## src/rtl/control_sequencer.sv

```systemverilog
// -----------------------------------------------------------------------------
// control_sequencer
//
// Hardwired control unit for a simple single-bus CPU datapath. A state register
// (IDLE, T0..T7, HALT) steps through the instruction fetch and then an
// opcode-specific execute sequence. Every output is a pure combinational decode
// of (state, opcode, CON_FF). mem_ready only affects which state comes next, so
// a memory wait never glitches the strobes.
//
// Ports
//   clk        in   rising-edge clock for all state
//   reset_n    in   asynchronous active-low reset, forces IDLE
//   IR_data    in   instruction register contents, opcode = IR_data[31:27]
//   mem_ready  in   memory completion, ends Read/Write wait states
//   CON_FF     in   branch condition from the datapath
//   PCout .. CONin  datapath strobes
//   Gra, Grb, Grc, Rin, Rout, BAout  register-select controls
//   alu_op     out  5-bit ALU operation (non-zero only in T4/T5)
//   run        out  1 while in T0..T7
//   illegal    out  one-cycle pulse in T3 for an unsupported opcode
// -----------------------------------------------------------------------------
module control_sequencer (
    input  logic        clk,
    input  logic        reset_n,
    input  logic [31:0] IR_data,
    input  logic        mem_ready,
    input  logic        CON_FF,
    output logic        PCout,
    output logic        PCin,
    output logic        IncPC,
    output logic        MARin,
    output logic        MDRin,
    output logic        MDRout,
    output logic        Read,
    output logic        Write,
    output logic        IRin,
    output logic        Yin,
    output logic        Zin,
    output logic        Zlowout,
    output logic        Cout,
    output logic        CONin,
    output logic        Gra,
    output logic        Grb,
    output logic        Grc,
    output logic        Rin,
    output logic        Rout,
    output logic        BAout,
    output logic [4:0]  alu_op,
    output logic        run,
    output logic        illegal
);

    typedef enum logic [3:0] {
        S_IDLE, S_T0, S_T1, S_T2, S_T3, S_T4, S_T5, S_T6, S_T7, S_HALT
    } state_t;

    localparam logic [4:0] OP_LD   = 5'b00000;
    localparam logic [4:0] OP_LDI  = 5'b00001;
    localparam logic [4:0] OP_ST   = 5'b00010;
    localparam logic [4:0] OP_ADD  = 5'b00011;
    localparam logic [4:0] OP_SUB  = 5'b00100;
    localparam logic [4:0] OP_AND  = 5'b00101;
    localparam logic [4:0] OP_OR   = 5'b00110;
    localparam logic [4:0] OP_ADDI = 5'b01100;
    localparam logic [4:0] OP_BR   = 5'b10010;
    localparam logic [4:0] OP_NOP  = 5'b11010;
    localparam logic [4:0] OP_HALT = 5'b11011;

    state_t     state_q, state_d;
    logic [4:0] opcode;

    // Only the opcode field is decoded; the operand fields feed the datapath.
    logic unused_ir_fields;
    assign unused_ir_fields = ^IR_data[26:0];

    assign opcode = IR_data[31:27];

    // Instruction classes
    logic is_alu, is_imm, is_ld, is_st, is_br, is_nop, is_halt, is_legal;
    always_comb begin
        is_alu   = (opcode == OP_ADD) || (opcode == OP_SUB) ||
                   (opcode == OP_AND) || (opcode == OP_OR);
        is_imm   = (opcode == OP_ADDI) || (opcode == OP_LDI);
        is_ld    = (opcode == OP_LD);
        is_st    = (opcode == OP_ST);
        is_br    = (opcode == OP_BR);
        is_nop   = (opcode == OP_NOP);
        is_halt  = (opcode == OP_HALT);
        is_legal = is_alu || is_imm || is_ld || is_st || is_br || is_nop || is_halt;
    end

    // State register
    always_ff @(posedge clk or negedge reset_n) begin
        if (!reset_n) begin
            state_q <= S_IDLE;
        end else begin
            state_q <= state_d;
        end
    end

    // Next-state logic
    always_comb begin
        state_d = state_q;
        unique case (state_q)
            S_IDLE: state_d = S_T0;
            S_T0:   state_d = S_T1;
            S_T1:   state_d = mem_ready ? S_T2 : S_T1;
            S_T2:   state_d = S_T3;
            S_T3: begin
                if (is_halt) begin
                    state_d = S_HALT;
                end else if (is_alu || is_imm || is_ld || is_st || is_br) begin
                    state_d = S_T4;
                end else begin
                    // nop and unsupported opcodes both finish here
                    state_d = S_T0;
                end
            end
            S_T4:   state_d = S_T5;
            S_T5:   state_d = (is_ld || is_st || is_br) ? S_T6 : S_T0;
            S_T6: begin
                if (is_ld) begin
                    state_d = mem_ready ? S_T7 : S_T6;
                end else if (is_st) begin
                    state_d = S_T7;
                end else begin
                    state_d = S_T0;
                end
            end
            S_T7: begin
                if (is_st) begin
                    state_d = mem_ready ? S_T0 : S_T7;
                end else begin
                    state_d = S_T0;
                end
            end
            S_HALT: state_d = S_HALT;
            default: state_d = S_IDLE;
        endcase
    end

    // Output decode: all strobes default low, each state raises only its own.
    always_comb begin
        PCout   = 1'b0;
        PCin    = 1'b0;
        IncPC   = 1'b0;
        MARin   = 1'b0;
        MDRin   = 1'b0;
        MDRout  = 1'b0;
        Read    = 1'b0;
        Write   = 1'b0;
        IRin    = 1'b0;
        Yin     = 1'b0;
        Zin     = 1'b0;
        Zlowout = 1'b0;
        Cout    = 1'b0;
        CONin   = 1'b0;
        Gra     = 1'b0;
        Grb     = 1'b0;
        Grc     = 1'b0;
        Rin     = 1'b0;
        Rout    = 1'b0;
        BAout   = 1'b0;
        alu_op  = 5'b00000;
        run     = 1'b0;
        illegal = 1'b0;

        unique case (state_q)
            S_T0: begin
                run   = 1'b1;
                PCout = 1'b1;
                MARin = 1'b1;
                IncPC = 1'b1;
                Zin   = 1'b1;
            end
            S_T1: begin
                run     = 1'b1;
                Zlowout = 1'b1;
                PCin    = 1'b1;
                Read    = 1'b1;
                MDRin   = 1'b1;
            end
            S_T2: begin
                run    = 1'b1;
                MDRout = 1'b1;
                IRin   = 1'b1;
            end
            S_T3: begin
                run = 1'b1;
                if (is_alu) begin
                    Grb  = 1'b1;
                    Rout = 1'b1;
                    Yin  = 1'b1;
                end else if (is_imm || is_ld || is_st) begin
                    // addi reads rb as a register; ldi/ld/st use base-address
                    // semantics so r0 reads as zero.
                    Grb   = 1'b1;
                    Yin   = 1'b1;
                    Rout  = (opcode == OP_ADDI);
                    BAout = (opcode != OP_ADDI);
                end else if (is_br) begin
                    Gra   = 1'b1;
                    Rout  = 1'b1;
                    CONin = 1'b1;
                end else if (!is_legal) begin
                    illegal = 1'b1;
                end
            end
            S_T4: begin
                run = 1'b1;
                if (is_alu) begin
                    Grc    = 1'b1;
                    Rout   = 1'b1;
                    Zin    = 1'b1;
                    alu_op = opcode;
                end else if (is_imm || is_ld || is_st) begin
                    Cout   = 1'b1;
                    Zin    = 1'b1;
                    alu_op = OP_ADD;
                end else if (is_br) begin
                    PCout = 1'b1;
                    Yin   = 1'b1;
                end
            end
            S_T5: begin
                run = 1'b1;
                if (is_alu || is_imm) begin
                    Zlowout = 1'b1;
                    Gra     = 1'b1;
                    Rin     = 1'b1;
                end else if (is_ld || is_st) begin
                    Zlowout = 1'b1;
                    MARin   = 1'b1;
                end else if (is_br) begin
                    Cout   = 1'b1;
                    Zin    = 1'b1;
                    alu_op = OP_ADD;
                end
            end
            S_T6: begin
                run = 1'b1;
                if (is_ld) begin
                    Read  = 1'b1;
                    MDRin = 1'b1;
                end else if (is_st) begin
                    Gra   = 1'b1;
                    Rout  = 1'b1;
                    MDRin = 1'b1;
                end else if (is_br) begin
                    Zlowout = 1'b1;
                    PCin    = CON_FF;
                end
            end
            S_T7: begin
                run = 1'b1;
                if (is_ld) begin
                    MDRout = 1'b1;
                    Gra    = 1'b1;
                    Rin    = 1'b1;
                end else if (is_st) begin
                    Write = 1'b1;
                end
            end
            default: begin
                // IDLE and HALT: everything stays low
            end
        endcase
    end

endmodule

```

## config.mk

```make
export PLATFORM = sky130hd
export DESIGN_NAME = control_sequencer
export DESIGN_NICKNAME = d
export VERILOG_FILES = /design/src/rtl/control_sequencer.sv
export SDC_FILE = /design/constraint.sdc
export NUM_CORES = 1
export LEC_CHECK = 0
export CAP_MARGIN = 20
export CORE_MARGIN = 3
export CORE_UTILIZATION = 39
export CTS_BUF_LIST = sky130_fd_sc_hd__clkbuf_8
export DETAILED_ROUTE_END_ITERATION = 10
export PLACE_DENSITY = 0.87
export SYNTH_ARGS = -nofsm -noshare
export SYNTH_HDL_FRONTEND = slang
export SYNTH_SLANG_ARGS = --single-unit
```

## constraint.sdc

```tcl
create_clock -name clk -period 2.8 [get_ports clk]
set_input_delay 0.28 -clock clk [delete_from_list [all_inputs] [get_ports clk]]
set_output_delay 0.28 -clock clk [all_outputs]
set_load 0.01 [all_outputs]
```

# Yosys cells after proc, flatten, opt, wreduce, memory -nomap -nowiden
# Index checks and enable logic that the tools add are counted.
# Widths: inputs -> output; s select.
# op_classes
n_eq_ne,20
muxes,68
n_reduce_logical,17
# op_table
operator,n
$mux 1,40
$pmux 4 s10,1
$mux 4,6
$pmux 1 s2,9
$eq 4x3->1 const B,4
$eq 5x3->1 const B,3
$eq 5x5->1 const B,3
$logic_or 1x1->1,14
$eq 5x2->1 const B,2
$pmux 5 s2,1
$pmux 1 s3,3
$eq 4x2->1 const B,2
$eq 4x4->1 const B,2
$mux 2,4
$reduce_or 8->1,1
$mux 3,2
$eq 5x1->1 const B,1
$eq 5x4->1 const B,1
$logic_not 5->1,1
$mux 5,1
$ne 5x4->1 const B,1
$eq 4x1->1 const B,1
$logic_not 4->1,1
$pmux 1 s4,1
# word_totals
regBits,4
elab_cells,106
input_bits,36
output_inout_bits,27

# Logic depth before layout (Yosys ltp)
# Gate-level depths: netlist of run 1.
# depth
word_depth,15
ltp_mapped,5
ltp_nobuf,4

# Worst setup path after synthesis of run 1
# OpenSTA, ideal clock, no wires.
# synth_path
path_type,register to output
startpoint,reg state_q[3]
endpoint,out Rout
required_ns,2.520
t_arrival_ns,1.411
setup_slack_ns,1.109
path_stages_with_launch,6
n_path_buf,1
path_cell_list,dfrtp_1 buf_2 nand4bb_4 a211oi_4 a31oi_1 o21ai_1
# synth_via
elab_chain_cells,2
elab_cells_between_ends,4
cone_classes,eq/ne (3); mux (1)
# synth_lines
element,line,source
"start, declared",69,"state_t state_q, state_d;"
"start signal, assigned",97,state_q <= state_d;
$eq 4x3->1,168,unique case (state_q)
$pmux 1 s3 *,168,
"end, declared",46,"output logic Rout,"
# Mark *: on every way between the ends. The rest lies on a longest branch, timed or not.

# Final worst setup path of run 1
# layout_path
startpoint,in IR_data[29]
endpoint,out Gra
# layout_via
elab_chain_cells,7
elab_cells_between_ends,24
cone_classes,eq/ne (8); mux (8); reduce/logical (8)
# layout_lines
element,line,source
"start, declared",25,"input logic [31:0] IR_data,"
$eq 5x4->1 (tied with other cells),83,is_imm = (opcode == OP_ADDI) || (opcode == OP_LDI);
"$logic_or 1x1->1, on equally long branches","83, 81",
"$logic_or 1x1->1, on equally long branches","194, 81",
"$logic_or 1x1->1, on equally long branches","194, 82",
$mux 1 / $logic_or 1x1->1 (equally long branches),--,
"$mux 1, on equally long branches","190, 227",
$pmux 1 s4 *,168,
"end, declared",42,"output logic Gra,"
# Marked as above.

==> impl_metrics.env, run 1 <==
export IMPL_syn_inst=130
export IMPL_largest_reg_flops=4
export IMPL_synth_ff_type="dfrtp_1"
export IMPL_clock_latency_ps=220
export IMPL_rsz0062_at_grt="false"
export IMPL_synthToLayoutAreaGrowth_pct=44.3
export IMPL_wl_per_cell_um=14.4
export IMPL_switching_share_pct=45.1
export IMPL_drt_pass1_iter_count=4
export IMPL_yosysMostFrequentCell="nor2_1"
export IMPL_setup_violations=0
export IMPL_num_rows=16
export IMPL_cp_arrival_ps=2390
export IMPL_post_cts_buffers=0
export IMPL_period_share_pct=95.3
export IMPL_globalRouteTotalUtil_pct=21.5
export IMPL_endpoint_kind="output port"
export IMPL_routed_top_layer="met4"
export IMPL_worst_pin_slew_ps=527
export IMPL_drive_gt1_share_pct=16.5
export IMPL_slew_violations=0
export IMPL_hold_path_class="input port to asynchronous set/reset pin"
export IMPL_seq_area_frac_synth_pct=10.9
export IMPL_synth_cell_types=47
export IMPL_initial_utilization_pct=43.8
export IMPL_async_flop_share_pct=100
export IMPL_ys_top_cells_by_area="dfrtp_1, a21oi_1, nor2_1, buf_2, and2_1"
export IMPL_wl_met1_um=1150
export IMPL_via_count=1087
export IMPL_grt_pass1_vias=1048
export IMPL_reg2regPathDepth=4
export IMPL_numCtsBuffers=3
export IMPL_port_buffers=33
export IMPL_r2r_setup_slack_ps=1320
export IMPL_design_area_um2=1330
export IMPL_die_area_um2=2980
export IMPL_nets=202
export IMPL_synth_top_cell_area_share_pct=10.9
export IMPL_drc=0
export IMPL_regMostFlops="state_q"
export IMPL_status="finished, final reports clean"
export IMPL_fin_skew_ps=5.80
export IMPL_finalWirelength_um=2750
export IMPL_fmax_mhz=375
export IMPL_detail_route_antenna_nets=0
export IMPL_combinationalPowerShare_pct=69.4
export IMPL_grt_antenna_before_repair=0
export IMPL_slew_headroom_pct=64.9
export IMPL_grt_pass1_wl_um=4720
export IMPL_r2r_start="state_q[1]$_DFF_PN0_"
export IMPL_cp_required_ps=2520
export IMPL_ir_worst_vdd_uv=348
export IMPL_path_clk_slew_ps=30
export IMPL_yosys_warnings=0
export IMPL_p_leak_nw=0.511
export IMPL_period_needed_ps=2670
export IMPL_coreArea_um2=2100
export IMPL_cts_buffer_depth=2
export IMPL_num_antenna_cells=0
export IMPL_syn_area_um2=921
export IMPL_power_switching_mw=0.387
export IMPL_synth_edf_count=0
export IMPL_fin_tns_setup_ps=0
export IMPL_grt_overflow=0
export IMPL_intPower_mw=0.471
export IMPL_crit_path_max_fanout=10
export IMPL_avgSynthCellArea_um2=7.08
export IMPL_fp_dieW_um=54.6
export IMPL_synthTopCellsByCount="nor2_1, a21oi_1, nand2_1, buf_2, inv_1"
export IMPL_pwr_share_clk_pct=14.6
export IMPL_cts_root_buf="clkbuf_8"
export IMPL_critical_path_class="input port to output port"
export IMPL_pwr_density_cell_nw_per_um2=646
export IMPL_synth_top_area_cell="dfrtp_1"
export IMPL_cap_violations=0
export IMPL_placed_area_um2=1280
export IMPL_wl_met2_um=1380
export IMPL_gp_congestion=0.868
export IMPL_drtIter0Drc=29
export IMPL_cts_tree="done"
export IMPL_top_regs="state_q x4"
export IMPL_grt_max_degree=18
export IMPL_wl_met3_um=186
export IMPL_hpwl_um=2130
export IMPL_die_h_um=54.6
export IMPL_hold_viol=0
export IMPL_vias_per_cell=5.69
export IMPL_io_pins=63
export IMPL_h_tree_depth=1
export IMPL_synth_seq_cells=4
export IMPL_cp_start_kind="input port"
export IMPL_clkSinkCount=4
export IMPL_pwr_share_seq_pct=16.0
export IMPL_r2r_end="state_q[2]$_DFF_PN0_"
final cells by class:
cell class / count / area (µm²)
fill: 214 / 773
multi-input combinational: 107 / 719
timing repair buffer: 43 / 408
sequential: 4 / 100
clock buffer: 3 / 41.3
tap: 27 / 33.8
inverter: 7 / 26.3
logic make-up (layout without fill, tap and decap cells):
logic type,count (synthesis),in the layout,synth area share (%)
DFF,4,4,10.9
other,1,2,0.407
buffers and inverters,20,53,11.4
and+or+nand+nor,62,62,43.5
xor gates and xnor gates,2,2,1.90
AOI/OAI and AO/OA,41,41,31.9
through the flow:
stage	std cells	total power, mW	hold slack, ps	worst slack, ps	util [%]
finish	191	0.858	255	131	63.2
global route	191	0.939	267	25.6	63.2
CTS	191	0.863	251	131	63.1
detailed placement	188	0.727	489	121	61.1
global placement	188	0.714	486	185	61.1
floorplan	131	0.478	-15.6	1110	-
power by group through the flow:
stage / Sequential (mW) / Combinational, mW / Clock (mW)
6_report: 0.137 / 0.596 / 0.126
5_1_grt: 0.144 / 0.660 / 0.135
4_1_cts: 0.137 / 0.595 / 0.130
3_5_place_dp: 0.138 / 0.590 / 0
3_3_place_gp: 0.135 / 0.579 / 0
2_1_floorplan: 0.0974 / 0.381 / 0
critical path: stages:
cell	delay, ps
clkdlybuf4s50_1	510
buf_4	230
a21oi_2	180
o221ai_1	210
o32a_1	350
nand3b_1	80
clkdlybuf4s50_1	530
worst max path at each step:
stage | endpoint | from | cells after the start | slack, ps
2_1_floorplan | Rout | state_q[3]$_DFF_PN0_ | 5 | 1110
3_3_place_gp | Gra | IR_data[29] | 7 | 180
3_5_place_dp | Gra | IR_data[29] | 7 | 120
4_1_cts | Gra | IR_data[29] | 7 | 130
5_1_grt | Gra | IR_data[29] | 7 | 30
6_report | Gra | IR_data[29] | 7 | 130
per-layer routing:
layer / track usage (%) / vias to the layer above
met5: 0 / -
met3: 3.54 / 2
met4: 9.96 / 0
met1: 26.4 / 504
li1: - / 539
met2: 36.2 / 42
layout by cell type, fill, tap and decap left out, drive strengths merged, types with 2 or more instances in the layout:
cell type,Yosys,routed
nor2,13,13
and2,6,6
a22oi,2,2
nor3b,4,4
o32a,2,2
inv,7,7
o21ai,9,9
o211ai,2,2
clkdlybuf4s50,0,32
nor3,3,3
or2,3,3
o31ai,2,2
nand3b,3,3
clkbuf,0,3
o221ai,2,2
buf,13,10
nor2b,4,4
nand2b,2,2
nand3,6,6
dfrtp,4,4
nand2,10,10
conb,1,2
a21oi,12,12
a31oi,3,3
o22ai,2,2
nand4,3,3
what timing repair did:
item | 4_1_cts | 5_1_grt
hold buffers | 0 | 0
gates resized for setup | 0 | 1
endpoints found under the setup margin | 0 | 1
Note: power is estimated with default switching activity, not from simulation.
==> run 2: changes to the inputs <==
--- a/config.mk
+++ b/config.mk
@@ -5,12 +5,13 @@
 export SDC_FILE = /design/constraint.sdc
 export NUM_CORES = 1
 export LEC_CHECK = 0
-export CAP_MARGIN = 20
+export ABC_AREA = 1
+export CAP_MARGIN = 15
 export CORE_MARGIN = 3
-export CORE_UTILIZATION = 39
+export CORE_UTILIZATION = 35
 export CTS_BUF_LIST = sky130_fd_sc_hd__clkbuf_8
 export DETAILED_ROUTE_END_ITERATION = 10
-export PLACE_DENSITY = 0.87
+export PLACE_DENSITY = 0.88
 export SYNTH_ARGS = -nofsm -noshare
 export SYNTH_HDL_FRONTEND = slang
 export SYNTH_SLANG_ARGS = --single-unit
==> impl_metrics.env, run 2 <==
export IMPL_status="finished, final reports clean"
export IMPL_nets=203
export IMPL_globalRouteTotalUtil_pct=17.4
export IMPL_numCtsBuffers=3
export IMPL_seqCellArea_um2=100
export IMPL_clkSinkCount=4
export IMPL_r2r_setup_slack_ps=1500
export IMPL_cts_tree="done"
export IMPL_hold_viol=0
export IMPL_synth_top_area_cell="nand2_1"
export IMPL_synth_cell_types=21
export IMPL_async_flop_share_pct=100
export IMPL_final_common_cell="nand2_1"
export IMPL_cp_start_kind="input port"
export IMPL_fmax_mhz=407
export IMPL_ys_top_cells_by_area="nand2_1, dfrtp_1, nand3_1, nor2_1, inv_1"
export IMPL_vias_per_cell=4.89
export IMPL_grt_max_degree=9
export IMPL_num_rows=15
export IMPL_die_area_um2=2640
export IMPL_coreArea_um2=1840
export IMPL_syn_inst=131
export IMPL_grt_overflow=0
export IMPL_place_worst_setup_slack_ps=372
export IMPL_syn_area_um2=722
export IMPL_multi_input_area_um2=524
export IMPL_regMostFlops="state_q"
export IMPL_critical_path_class="input port to output port"
export IMPL_worstSetupStartpoint="IR_data[28]"
export IMPL_yosysMostFrequentCell="nand2_1"
export IMPL_dp_cells=187
export IMPL_detail_route_antenna_nets=0
export IMPL_pwr_density_cell_nw_per_um2=653
export IMPL_port_buffers=33
export IMPL_holdWs_ps=262
export IMPL_num_antenna_cells=0
export IMPL_fp_dieW_um=51.4
export IMPL_gp_congestion=0.881
export IMPL_hold_buffers=0
export IMPL_avgSynthCellArea_um2=5.51
export IMPL_drc=0
export IMPL_final_util_pct=60.1
export IMPL_power_mw=0.722
export IMPL_fin_skew_ps=5.72
export IMPL_drive_gt1_share_pct=12.1
export IMPL_p_leak_nw=0.608
export IMPL_cts_resized=0
export IMPL_cp_arrival_ps=2180
export IMPL_clock_latency_ps=220
export IMPL_wl_per_cell_um=11.5
export IMPL_largest_reg_flops=4
export IMPL_drtIter0Drc=30
export IMPL_die_h_um=51.4
export IMPL_synthToLayoutAreaGrowth_pct=53.2
export IMPL_cap_violations=0
export IMPL_crit_path_max_fanout=8
export IMPL_cp_required_ps=2520
export IMPL_grt_pass1_wl_um=3580
export IMPL_via_count=929
export IMPL_drt_pass1_iter_count=4
export IMPL_cts_root_buf="clkbuf_8"
export IMPL_period_share_pct=87.9
export IMPL_grt_antenna_before_repair=0
export IMPL_num_fill_cells=173
export IMPL_synth_ff_type="dfrtp_1"
export IMPL_hpwl_um=1820
export IMPL_top_regs="state_q x4"
export IMPL_synth_seq_cells=4
export IMPL_setup_violations=0
export IMPL_io_pins=63
export IMPL_fin_cells=190
export IMPL_grt_pass1_vias=849
export IMPL_fin_ws_ps=340
export IMPL_synthTopCellsByCount="nand2_1, nor2_1, inv_1, nand3_1, nand4_1"
export IMPL_finalWirelength_um=2180
export IMPL_cts_buffer_depth=2
export IMPL_synth_edf_count=0
export IMPL_period_needed_ps=2460
export IMPL_path_clk_slew_ps=40
export IMPL_placed_area_um2=1060
export IMPL_rsz0062_at_grt="false"
export IMPL_yosys_warnings=0
export IMPL_r2r_start="state_q[1]$_DFF_PN0_"
export IMPL_seq_area_frac_synth_pct=13.9
export IMPL_layout_common_cells="nand2_1, clkdlybuf4s50_1, nor2_1"
export IMPL_slew_violations=0
export IMPL_fin_tns_setup_ps=0
export IMPL_synth_top_cell_area_share_pct=20.8
export IMPL_initial_utilization_pct=39.3
export IMPL_post_cts_buffers=0
export IMPL_h_tree_depth=1
export IMPL_endpoint_kind="output port"
export IMPL_ir_worst_vdd_uv=487
export IMPL_design_area_um2=1110
export IMPL_hold_path_class="input port to asynchronous set/reset pin"
-- run 2: cell type report --
cell class,count,share of cell area (%)
Multi-Input combinational cell,104,47.4
Timing Repair Buffer,33,29.9
Sequential cell,4,9.05
Inverter,21,7.13
Clock buffer,3,3.73
Tap cell,25,2.83
-- run 2: worst paths after layout --
path,endpoint,cells after the start
setup / recovery,Gra,8
hold / removal,state_q[2]$_DFF_PN0_,1
setup reg to reg,state_q[0]$_DFF_PN0_,5
hold reg to reg,state_q[3]$_DFF_PN0_,3
max in group asynchronous,state_q[0]$_DFF_PN0_,1
min in group clk,state_q[3]$_DFF_PN0_,3
-- run 2: report_power, final --
group | internal (mW) | switching [mW]
sequential | 0.0792 | 0.0178
combinational | 0.231 | 0.269
clock | 0.0919 | 0.0325
total | 0.402 | 0.319
-- run 2: worst max-delay path, cell delays in order --
cell             delay (ps)
clkdlybuf4s50_1         640
inv_2                    90
nor2_2                  120
nand3_2                 140
nor2_1                  190
nor2_1                   90
nand3_1                  90
clkdlybuf4s50_1         540
-- run 2: kinds of logic after synthesis --
| family | count (synthesis) | share of synthesized area (%) |
|---|---|---|
| xor gates and xnor gates | 1 | 1.21 |
| DFF | 4 | 13.9 |
| other | 1 | 0.519 |
| buffers and inverters | 24 | 14.0 |
| and+or+nand+nor | 94 | 65.2 |
| AOI/OAI and AO/OA | 7 | 5.20 |
-- run 2: metal layers --
layer | wire, µm | track usage, % | vias to the layer above | part of all wire (%)
met1 | 934 | 20.9 | 408 | 43
met5 | 0 | 0 | - | 0
met4 | 0 | 3.06 | 0 | 0
met2 | 1080 | 31.4 | 40 | 50
met3 | 163 | 4.08 | 0 | 7.5
li1 | - | - | 481 | -
